## config.mk

```make
export PLATFORM = sky130hd
export DESIGN_NAME = pe_out_collector
export DESIGN_NICKNAME = d
export VERILOG_FILES = /design/src/rtl/pe_out_collector_pkg.sv /design/src/rtl/collect_ram.sv /design/src/rtl/pe_out_collector.sv
export SDC_FILE = /design/constraint.sdc
export NUM_CORES = 2
export LEC_CHECK = 0
export CAP_MARGIN = 15
export CORE_MARGIN = 1
export CORE_UTILIZATION = 55
export CTS_CLUSTER_SIZE = 30
export DETAILED_ROUTE_END_ITERATION = 10
export HOLD_SLACK_MARGIN = 0.03
export PLACE_DENSITY = 0.75
export SYNTH_ARGS = -nofsm -noshare
export SYNTH_HDL_FRONTEND = slang
export SYNTH_HIERARCHICAL = 1
export SYNTH_SLANG_ARGS = --single-unit
```

## constraint.sdc

```tcl
create_clock -name clk -period 6.92 [get_ports clk]
set_clock_uncertainty 0.05 [all_clocks]
set_input_delay 1.384 -clock clk [delete_from_list [all_inputs] [get_ports clk]]
set_output_delay 1.384 -clock clk [all_outputs]
set_load 0.05 [all_outputs]
```

## src/rtl/pe_out_collector_pkg.sv

```systemverilog
// Shared defaults, write-FSM state encodings and sizing helper for the PE output collector.
package pe_out_collector_pkg;

  localparam int DATA_WIDTH_DEF = 16;
  localparam int ALPHA_NUM_DEF  = 8;
  localparam int OUT_NUM_DEF    = 4;

  localparam logic [2:0] ST_IDLE    = 3'd0;
  localparam logic [2:0] ST_BLK     = 3'd1;
  localparam logic [2:0] ST_GAP     = 3'd2;
  localparam logic [2:0] ST_DROP    = 3'd3;
  localparam logic [2:0] ST_DISCARD = 3'd4;

  // Counter/address width that stays legal (>= 1 bit) for degenerate sizes.
  function automatic int cnt_width(input int n);
    return (n <= 1) ? 1 : $clog2(n);
  endfunction

endpackage

```

## src/rtl/collect_ram.sv

```systemverilog
// Simple dual-port frame RAM: synchronous write, registered read with one cycle of latency.
module collect_ram
  import pe_out_collector_pkg::*;
#(
  parameter int WIDTH  = 32,
  parameter int DEPTH  = 64,
  parameter int ADDR_W = cnt_width(DEPTH)
) (
  input  logic              clk,
  input  logic              wr_en,
  input  logic [ADDR_W-1:0] wr_addr,
  input  logic [WIDTH-1:0]  wr_data,
  input  logic              rd_en,
  input  logic [ADDR_W-1:0] rd_addr,
  output logic [WIDTH-1:0]  rd_data
);

  logic [WIDTH-1:0] mem [DEPTH];

  // NOTE: the array has no reset; bank_full/pend in the top decide what is valid, so stale contents are never read.
  always_ff @(posedge clk) begin
    // NOTE: non-blocking assignments keep every register sampling pre-edge values, whatever the statement order.
    if (wr_en) mem[wr_addr] <= wr_data;
    if (rd_en) rd_data <= mem[rd_addr];
  end

endmodule

```

## src/rtl/pe_out_collector.sv

```systemverilog
// Checks a PE's burst output stream into whole frames, double-buffers them and streams them out on valid/ready.
module pe_out_collector
  import pe_out_collector_pkg::*;
#(
  parameter int DATA_WIDTH = DATA_WIDTH_DEF,
  parameter int ALPHA_NUM  = ALPHA_NUM_DEF,
  parameter int OUT_NUM    = OUT_NUM_DEF
) (
  input  logic                    clk,
  input  logic                    rst,
  input  logic                    din_v,
  input  logic [2*DATA_WIDTH-1:0] din,
  output logic                    m_valid,
  output logic [2*DATA_WIDTH-1:0] m_data,
  output logic                    m_last,
  input  logic                    m_ready,
  output logic                    err_len,
  output logic                    ovf,
  output logic [15:0]             frame_cnt
);

  localparam int WORD_W  = 2 * DATA_WIDTH;
  localparam int FRAME   = ALPHA_NUM * OUT_NUM;
  localparam int ADDR_W  = cnt_width(2 * FRAME);
  localparam int ALPHA_W = cnt_width(ALPHA_NUM);
  localparam int BLK_W   = cnt_width(OUT_NUM);
  localparam int IDX_W   = cnt_width(FRAME);

  localparam logic [ALPHA_W-1:0] ALPHA_LAST = ALPHA_W'(ALPHA_NUM - 1);
  localparam logic [BLK_W-1:0]   BLK_LAST   = BLK_W'(OUT_NUM - 1);
  localparam logic [IDX_W-1:0]   FRAME_LAST = IDX_W'(FRAME - 1);
  localparam logic [ADDR_W-1:0]  BANK1_BASE = ADDR_W'(FRAME);

  // ---------------------------------------------------------------- write side
  logic [2:0]         state, state_n;
  logic [ALPHA_W-1:0] alpha_cnt, alpha_n;
  logic [BLK_W-1:0]   blk_cnt, blk_n;
  logic [IDX_W-1:0]   disc_cnt, disc_n;
  logic               gap_first, gap_first_n;
  logic               wr_bank;
  logic [1:0]         bank_full, bank_full_n;
  logic               bank_free, accept, wr_en, commit, err_set, ovf_set;
  logic [ADDR_W-1:0]  wr_addr;

  // ----------------------------------------------------------------- read side
  logic               pop, free_fire, issue, idx_last;
  logic [1:0]         occ, pend, pend_n, level;
  logic               inflight, inflight_last;
  logic [IDX_W-1:0]   rd_idx;
  logic               rd_bank, free_bank;
  logic [ADDR_W-1:0]  rd_addr;
  logic [WORD_W-1:0]  ram_q, skid_data;
  logic               skid_last;

  assign pop       = m_valid & m_ready;
  assign free_fire = pop & m_last;
  // A bank whose last word is being accepted this cycle is already free for a new frame.
  assign bank_free = !bank_full[wr_bank] || (free_fire && (free_bank == wr_bank));

  // NOTE: every signal driven here gets a default first, so no path can infer a latch.
  always_comb begin
    state_n     = state;
    alpha_n     = alpha_cnt;
    blk_n       = blk_cnt;
    disc_n      = disc_cnt;
    gap_first_n = gap_first;
    accept      = 1'b0;
    commit      = 1'b0;
    err_set     = 1'b0;
    ovf_set     = 1'b0;

    case (state)
      ST_IDLE: begin
        if (din_v) begin
          if (bank_free) begin
            accept = 1'b1;
          end else begin
            ovf_set = 1'b1;
            disc_n  = IDX_W'(1);
            state_n = ST_DISCARD;
          end
        end
      end
      ST_BLK: begin
        if (din_v) begin
          accept = 1'b1;
        end else begin
          err_set = 1'b1;
          alpha_n = '0;
          blk_n   = '0;
          state_n = ST_IDLE;
        end
      end
      ST_GAP: begin
        if (!din_v) begin
          gap_first_n = 1'b0;
        end else if (gap_first) begin
          // A word right after the block end means the block ran long.
          err_set = 1'b1;
          alpha_n = '0;
          blk_n   = '0;
          state_n = ST_DROP;
        end else begin
          accept = 1'b1;
        end
      end
      ST_DROP: begin
        if (!din_v) state_n = ST_IDLE;
      end
      ST_DISCARD: begin
        if (din_v) begin
          if (disc_cnt == FRAME_LAST) begin
            disc_n  = '0;
            state_n = ST_IDLE;
          end else begin
            disc_n = disc_cnt + 1'b1;
          end
        end
      end
      default: state_n = ST_IDLE;
    endcase

    if (accept) begin
      if (alpha_cnt == ALPHA_LAST) begin
        alpha_n = '0;
        if (blk_cnt == BLK_LAST) begin
          commit  = 1'b1;
          blk_n   = '0;
          state_n = ST_IDLE;
        end else begin
          blk_n       = blk_cnt + 1'b1;
          gap_first_n = 1'b1;
          state_n     = ST_GAP;
        end
      end else begin
        alpha_n = alpha_cnt + 1'b1;
        state_n = ST_BLK;
      end
    end
  end

  assign wr_en   = accept;
  assign wr_addr = (wr_bank ? BANK1_BASE : '0)
                 + ADDR_W'(blk_cnt) * ADDR_W'(ALPHA_NUM)
                 + ADDR_W'(alpha_cnt);

  // Commit of one bank and release of the other can land on the same edge.
  always_comb begin
    bank_full_n = bank_full;
    if (free_fire) bank_full_n[free_bank] = 1'b0;
    if (commit)    bank_full_n[wr_bank]   = 1'b1;
  end

  always_ff @(posedge clk) begin
    if (rst) begin
      state     <= ST_IDLE;
      alpha_cnt <= '0;
      blk_cnt   <= '0;
      disc_cnt  <= '0;
      gap_first <= 1'b0;
      wr_bank   <= 1'b0;
      bank_full <= '0;
      frame_cnt <= '0;
      err_len   <= 1'b0;
      ovf       <= 1'b0;
    end else begin
      state     <= state_n;
      alpha_cnt <= alpha_n;
      blk_cnt   <= blk_n;
      disc_cnt  <= disc_n;
      gap_first <= gap_first_n;
      bank_full <= bank_full_n;
      err_len   <= err_set;
      ovf       <= ovf_set;
      if (commit) begin
        wr_bank   <= ~wr_bank;
        frame_cnt <= frame_cnt + 16'd1;
      end
    end
  end

  // ----------------------------------------------------------- read pipeline
  // Reads are issued only while the 2-entry output queue plus the RAM word in flight stays within 2.
  assign level    = occ + {1'b0, inflight} - {1'b0, pop};
  assign idx_last = (rd_idx == FRAME_LAST);
  assign issue    = (pend != 2'd0) && (level < 2'd2);
  assign rd_addr  = (rd_bank ? BANK1_BASE : '0) + ADDR_W'(rd_idx);
  assign pend_n   = pend + {1'b0, commit} - {1'b0, issue & idx_last};
  assign m_valid  = (occ != 2'd0);

  collect_ram #(
    .WIDTH  (WORD_W),
    .DEPTH  (2 * FRAME),
    .ADDR_W (ADDR_W)
  ) u_ram (
    .clk     (clk),
    .wr_en   (wr_en),
    .wr_addr (wr_addr),
    .wr_data (din),
    .rd_en   (issue),
    .rd_addr (rd_addr),
    .rd_data (ram_q)
  );

  always_ff @(posedge clk) begin
    if (rst) begin
      occ           <= '0;
      pend          <= '0;
      inflight      <= 1'b0;
      inflight_last <= 1'b0;
      rd_idx        <= '0;
      rd_bank       <= 1'b0;
      free_bank     <= 1'b0;
      m_data        <= '0;
      m_last        <= 1'b0;
      skid_data     <= '0;
      skid_last     <= 1'b0;
    end else begin
      pend          <= pend_n;
      inflight      <= issue;
      inflight_last <= issue & idx_last;
      occ           <= level;
      if (issue) begin
        rd_idx <= idx_last ? '0 : rd_idx + 1'b1;
        if (idx_last) rd_bank <= ~rd_bank;
      end
      if (free_fire) free_bank <= ~free_bank;

      // Head entry drives m_data/m_last and only changes when popped or when empty.
      if (pop) begin
        if (occ == 2'd2) begin
          m_data <= skid_data;
          m_last <= skid_last;
          if (inflight) begin
            skid_data <= ram_q;
            skid_last <= inflight_last;
          end
        end else if (inflight) begin
          m_data <= ram_q;
          m_last <= inflight_last;
        end
      end else if (inflight) begin
        if (occ == 2'd0) begin
          m_data <= ram_q;
          m_last <= inflight_last;
        end else begin
          skid_data <= ram_q;
          skid_last <= inflight_last;
        end
      end
    end
  end

endmodule

```

Yosys cells after proc, flatten, opt, wreduce, memory -nomap -nowiden
Memories as Yosys holds them, arrays and structs flattened. A register that Yosys moved wholly into a read port is not among the register bits.
Index checks and enable logic that the tools add are counted.
{"block": "totals", "register_bits": 114, "ram_bits": 2048, "output_inout_bits": 52, "word_cells": 175, "memories": 1}
{"memory": "u_ram.mem", "words": 64, "word_bits": 32, "rd": 1, "rd_ports_with_merged_regs": 1, "wr": 1, "line_no": "collect_ram.sv:18", "text": "logic [WIDTH-1:0] mem [DEPTH];"}
{"block": "op_classes", "n_addsub": 12, "n_lt_le_gt_ge": 5, "n_eq_ne": 24, "muxes": 78, "n_bitwise": 11, "n_reduce_logical": 23}
{"operator": "$mux W32", "count": 9}
{"operator": "$mux W3", "count": 13}
{"operator": "$mux W1", "count": 32}
{"operator": "$mux W5", "count": 5}
{"operator": "$ne A3 B3 Y1 const B", "count": 7}
{"operator": "$mux W2", "count": 9}
{"operator": "$add A16 B1 Y16 const B", "count": 1}
{"operator": "$add A6 B5 Y6", "count": 2}
{"operator": "$mux W6", "count": 2}
{"operator": "$pmux W3 S4", "count": 1}
{"operator": "$reduce_and A4 Y1", "count": 3}
{"operator": "$reduce_bool A2 Y1", "count": 6}
{"operator": "$add A5 B1 Y5 const B", "count": 2}
{"operator": "$eq A5 B5 Y1 const B", "count": 2}
{"operator": "$ne A2 B2 Y1 const B", "count": 5}
{"operator": "$pmux W5 S2", "count": 1}
{"operator": "$reduce_and A7 Y1", "count": 1}
{"operator": "$add A6 B3 Y6", "count": 1}
{"operator": "$eq A3 B2 Y1 const B", "count": 2}
{"operator": "$eq A3 B3 Y1 const B", "count": 2}
{"operator": "$pmux W3 S2", "count": 1}
{"operator": "$not A1 Y1", "count": 5}
{"operator": "$add A2 B1 Y2", "count": 2}
{"operator": "$eq A2 B2 Y1 const B", "count": 2}
{"operator": "other kinds (28)", "count": 37}

Longest topological paths before layout
{"block": "depth", "depth_word": 11, "mapped_depth": 15, "mapped_depth_nobuf": 15}

Cells and area by module
The synthesis kept the hierarchy.
{"mod": "collect_ram", "instances": 1, "cells_each": 3324, "area_per_inst_um2": 78840.6}
{"mod": "pe_out_collector", "instances": 1, "cells_each": 570, "area_per_inst_um2": 4962.3}

Least setup slack after synthesis
Ideal clock, no wire load.
{"block": "synth_timing", "kind": "input-to-reg", "startpoint": "input m_ready", "endpoint": "memory u_ram.mem[48][0] (enable)", "setup_time_ps": 461, "arrival_ps": 4729, "t_required_ps": 6409, "slack_ps": 1680, "cell_stages": 8, "path_buffers": 1, "cell_sequence": "o211a_1 -> a211oi_2 -> or2_1 -> buf_6 -> inv_2 -> nor2b_1 -> nand4b_1 -> nor3_1"}
{"block": "synth_via", "elab_chain_cells": 9}
{"item": "start, declared", "line_no": "pe_out_collector.sv:16", "text": "input logic m_ready,"}
{"item": "$and A1 B1 Y1", "line_no": "pe_out_collector.sv:55", "text": "assign pop = m_valid & m_ready;"}
{"item": "$and A1 B1 Y1", "line_no": "pe_out_collector.sv:56", "text": "assign free_fire = pop & m_last;"}
{"item": "$logic_and A1 B1 Y1", "line_no": "pe_out_collector.sv:58", "text": "assign bank_free = !bank_full[wr_bank] || (free_fire && (free_bank == wr_bank));"}
{"item": "$logic_or A1 B1 Y1", "line_no": "pe_out_collector.sv:58"}
{"item": "$mux W1", "line_no": "pe_out_collector.sv:75", "text": "if (bank_free) begin"}
{"item": "$mux W1", "line_no": "pe_out_collector.sv:74", "text": "if (din_v) begin"}
{"item": "$pmux W1 S3", "line_no": "pe_out_collector.sv:72", "text": "case (state)"}
{"item": "via accept", "line_no": "pe_out_collector.sv:42", "text": "logic bank_free, accept, wr_en, commit, err_set, ovf_set;"}
{"item": "$mux W1", "line_no": "collect_ram.sv:23", "text": "if (wr_en) mem[wr_addr] <= wr_data;"}
{"item": "$mux W1 (implied by the code)", "line_no": "collect_ram.sv:23"}
{"item": "end, declared", "line_no": "collect_ram.sv:18"}
The timed path passes the listed nets, and every way through them passes these cells.

Final worst setup path
{"block": "layout_timing", "startpoint": "input din_v", "endpoint": "memory u_ram.mem[29][16] (enable)"}
{"block": "layout_via", "elab_chain_cells": 4}
{"item": "start, declared", "line_no": "pe_out_collector.sv:11", "text": "input logic din_v,"}
{"item": "$mux W1 (on tied branches)", "line_no": "pe_out_collector.sv:95, pe_out_collector.sv:74, pe_out_collector.sv:85"}
{"item": "$pmux W1 S3 (*)", "line_no": "pe_out_collector.sv:72"}
{"item": "via accept", "line_no": "pe_out_collector.sv:42"}
{"item": "$mux W1 (*)", "line_no": "collect_ram.sv:23"}
{"item": "$mux W1 (implied by the code) (*)", "line_no": "collect_ram.sv:23"}
Mark *: on every way through the listed nets, which the timed path passes. The rest lies on a longest branch.

==> flow_metrics.env <==
export IMPL_ys_ff_latch=2194
export IMPL_cts_setup_buffers=0
export IMPL_start_util_pct=55.7
export IMPL_synth_area_top_cells="edfxtp_1, mux4_2, dfxtp_1"
export IMPL_required_ns=7.30
export IMPL_setup_violations=0
export IMPL_cts_buffers=202
export IMPL_cp_max_fo=32
export IMPL_nFillCells=9796
export IMPL_cts_hold_buf=0
export IMPL_grt_max_degree=128
export IMPL_final_max_slew_viol_count=0
export IMPL_clock_fmax_mhz=194
export IMPL_yosysTopAreaCell="edfxtp_1"
export IMPL_total_power_uw=26100
export IMPL_rows=142
export IMPL_cts_root_buf="clkbuf_16"
export IMPL_synth_yosys_seq_area_share_pct=77.3
export IMPL_drcViolationCount=0
export IMPL_hold_path_class="flip-flop to flip-flop"
export IMPL_crit_reg2reg_launch="state[2]$_SDFFE_PP0P_"
export IMPL_synth_cells=3894
export IMPL_dieArea_sq_um=154000
export IMPL_dp_cells=5881
export IMPL_first_global_vias=40407
export IMPL_startpoint="din_v"
export IMPL_cellPowerDensity_nw_per_um2=278
export IMPL_synth_area_per_cell_sq_um=21.5
export IMPL_place_port_buffers=87
export IMPL_tightest_slew_ns=1.22
export IMPL_routed_wl_um=206000
export IMPL_fin_nets=4120
export IMPL_crit_path_start_kind="input port"
export IMPL_cts_buffer_depth=3
export IMPL_cts_tree="yes"
export IMPL_hp_start="bank_full[0]$_SDFF_PP0_"
export IMPL_fin_crit_ns=5.16
export IMPL_finalSetupTns_ns=0
export IMPL_gp_congestion=0.895
export IMPL_min_period_over_period_pct=74.6
export IMPL_grt_first_pass_wirelength_um=292000
export IMPL_synth_top_area_share_pct=74.5
export IMPL_coreArea_sq_um=150000
export IMPL_status="complete, no violations"
export IMPL_ioPinCount=88
export IMPL_cap_violations=0
export IMPL_critical_path_slowest_cell="nor2_4"
export IMPL_vias=41401
export IMPL_cts_resized=0
export IMPL_synth_edf_count=2080
export IMPL_end_kind="flip-flop"
export IMPL_slew_headroom_pct=18.5
export IMPL_antenna_found_initial=12
export IMPL_gr_total_overflow=0
export IMPL_die_w_um=392
export IMPL_drt_initial_drc_count=6309
export IMPL_crit_type="input port to flip-flop"
export IMPL_critPathArrivalTime_ns=5.54
export IMPL_post_dp_hpwl_um=115000
export IMPL_dr_pass1_iters=5
export IMPL_avgRoutedWirePerCell_um=32.9
export IMPL_ff_latch_area_sq_um=64800
export IMPL_multi_input_area_sq_um=18500
export IMPL_yosysUniqueCellTypes=57
export IMPL_stdcell_count=6251
export IMPL_syn_area_sq_um=83800
export IMPL_viasPerCell=6.62
export IMPL_syn_num_nets=3943
export IMPL_rsz0062_at_grt="no"
export IMPL_path_cells="clkdlybuf4s50_1 > nand3b_1 > or2_1 > inv_2 > nand3_1 > nor2_4"
export IMPL_worstSkewPairLatency_ns=0.82
export IMPL_area_growth_pct=12.2
export IMPL_final_hold_viol_count=0
export IMPL_cpPeakStageDelay_ns=1.23
export IMPL_ys_flop_type="edfxtp_1"
export IMPL_clock_sinks=2194
export IMPL_cts_htree_levels=4
export IMPL_layout_drive_gt1_share_pct=24.9
export IMPL_vdd_drop_max_mv=0.227
export IMPL_synth_most_common_cell="edfxtp_1"
export IMPL_postRouteAntennaNets=0
export IMPL_die_h_um=392
export IMPL_synth_commonest_cells="edfxtp_1, mux4_2, nor2_1"
export IMPL_async_flop_share_pct=0
export IMPL_gr_usage_all_layers_pct=27.1
export IMPL_p_leak_uw=0.0280
export IMPL_yosysWarnings=6
export IMPL_clk_pin_slew_ns=0.06
## cells by family after synthesis
kind of cell | synth area share (%)
AND/OR/NAND/NOR | 2.60
XOR/XNOR | 0.205
flip-flops | 77.3
buffers and inverters | 1.31
adder cells (fa/ha/maj) | 0.194
multiplexers | 16.2
AO/OA/AOI/OAI | 2.23
## metrics by stage
stage | cell area [sq um] | util (%) | hold slack [ns] | setup WS (ns)
2_1_floorplan | 83800 | - | 0.386 | 1.68
3_3_place_gp | 87500 | 58.1 | 0.394 | 1.16
3_5_place_dp | 87500 | 58.1 | 0.401 | 1.11
4_1_cts | 93900 | 62.4 | 0.409 | 1.99
5_1_grt | 94000 | 62.5 | 0.446 | 1.74
6_report | 94000 | 62.5 | 0.407 | 1.76
## flip-flops by register name, summed over array words and instances, names as in the netlist, 2 cells and up
register	flops
pend	2
u_ram/rd_data	32
rd_idx	5
state	3
u_ram/mem	2048
blk_cnt	2
alpha_cnt	3
bank_full	2
disc_cnt	5
skid_data	32
frame_cnt	16
occ	2
m_data	32
## cell type report
type / count / area share, %
antenna: 2 / 0.00532
clock buffer: 258 / 5.73
clock inverter: 108 / 1.15
inverter: 12 / 0.0479
multi-input combinational: 1466 / 19.6
sequential: 2194 / 68.9
tap: 2016 / 2.68
timing repair buffer: 195 / 1.86
## cell usage in the layout, fill, tap and decap left out, types with 64 or more instances in the layout
master and count:
nor2_4 64, mux2i_1 130, clkbuf_16 206, o22ai_1 84
edfxtp_1 2080, buf_4 106, nor2_1 169, a21oi_1 84
mux4_2 544, dfxtp_1 110, nand2_1 82
## critical path: cells and delay by family
kind	cells	cell delay, ns
and+or+nand+nor	4	3.00
buffers and inverters	2	1.07
## path summary, 6_finish.rpt
path	endpoint	slack, ns	depth (start not counted)
worst max-delay path	u_ram/mem[29][16]$_DFFE_PP_	1.76	6
worst min-delay path	bank_full[0]$_SDFF_PP0_	0.41	2
worst max register to register	u_ram/mem[29][16]$_DFFE_PP_	2.66	5
worst min register to register	bank_full[0]$_SDFF_PP0_	0.41	2
## where the power goes
group	switching (uW)	internal (uW)	leakage, uW
combinational	463	122	0.00524
clock	4710	6230	0.00316
sequential	25.2	14600	0.0196
## routing by layer
layer | routed length (um) | GRT usage (%) | vias up
met5 | 38 | 0 | -
li1 | - | - | 16642
met4 | 5790 | 7.76 | 6
met3 | 24300 | 6.10 | 306
met1 | 77900 | 39.4 | 21727
met2 | 97500 | 41.5 | 2720
No activity file was read; power rests on OpenSTA's default activity.
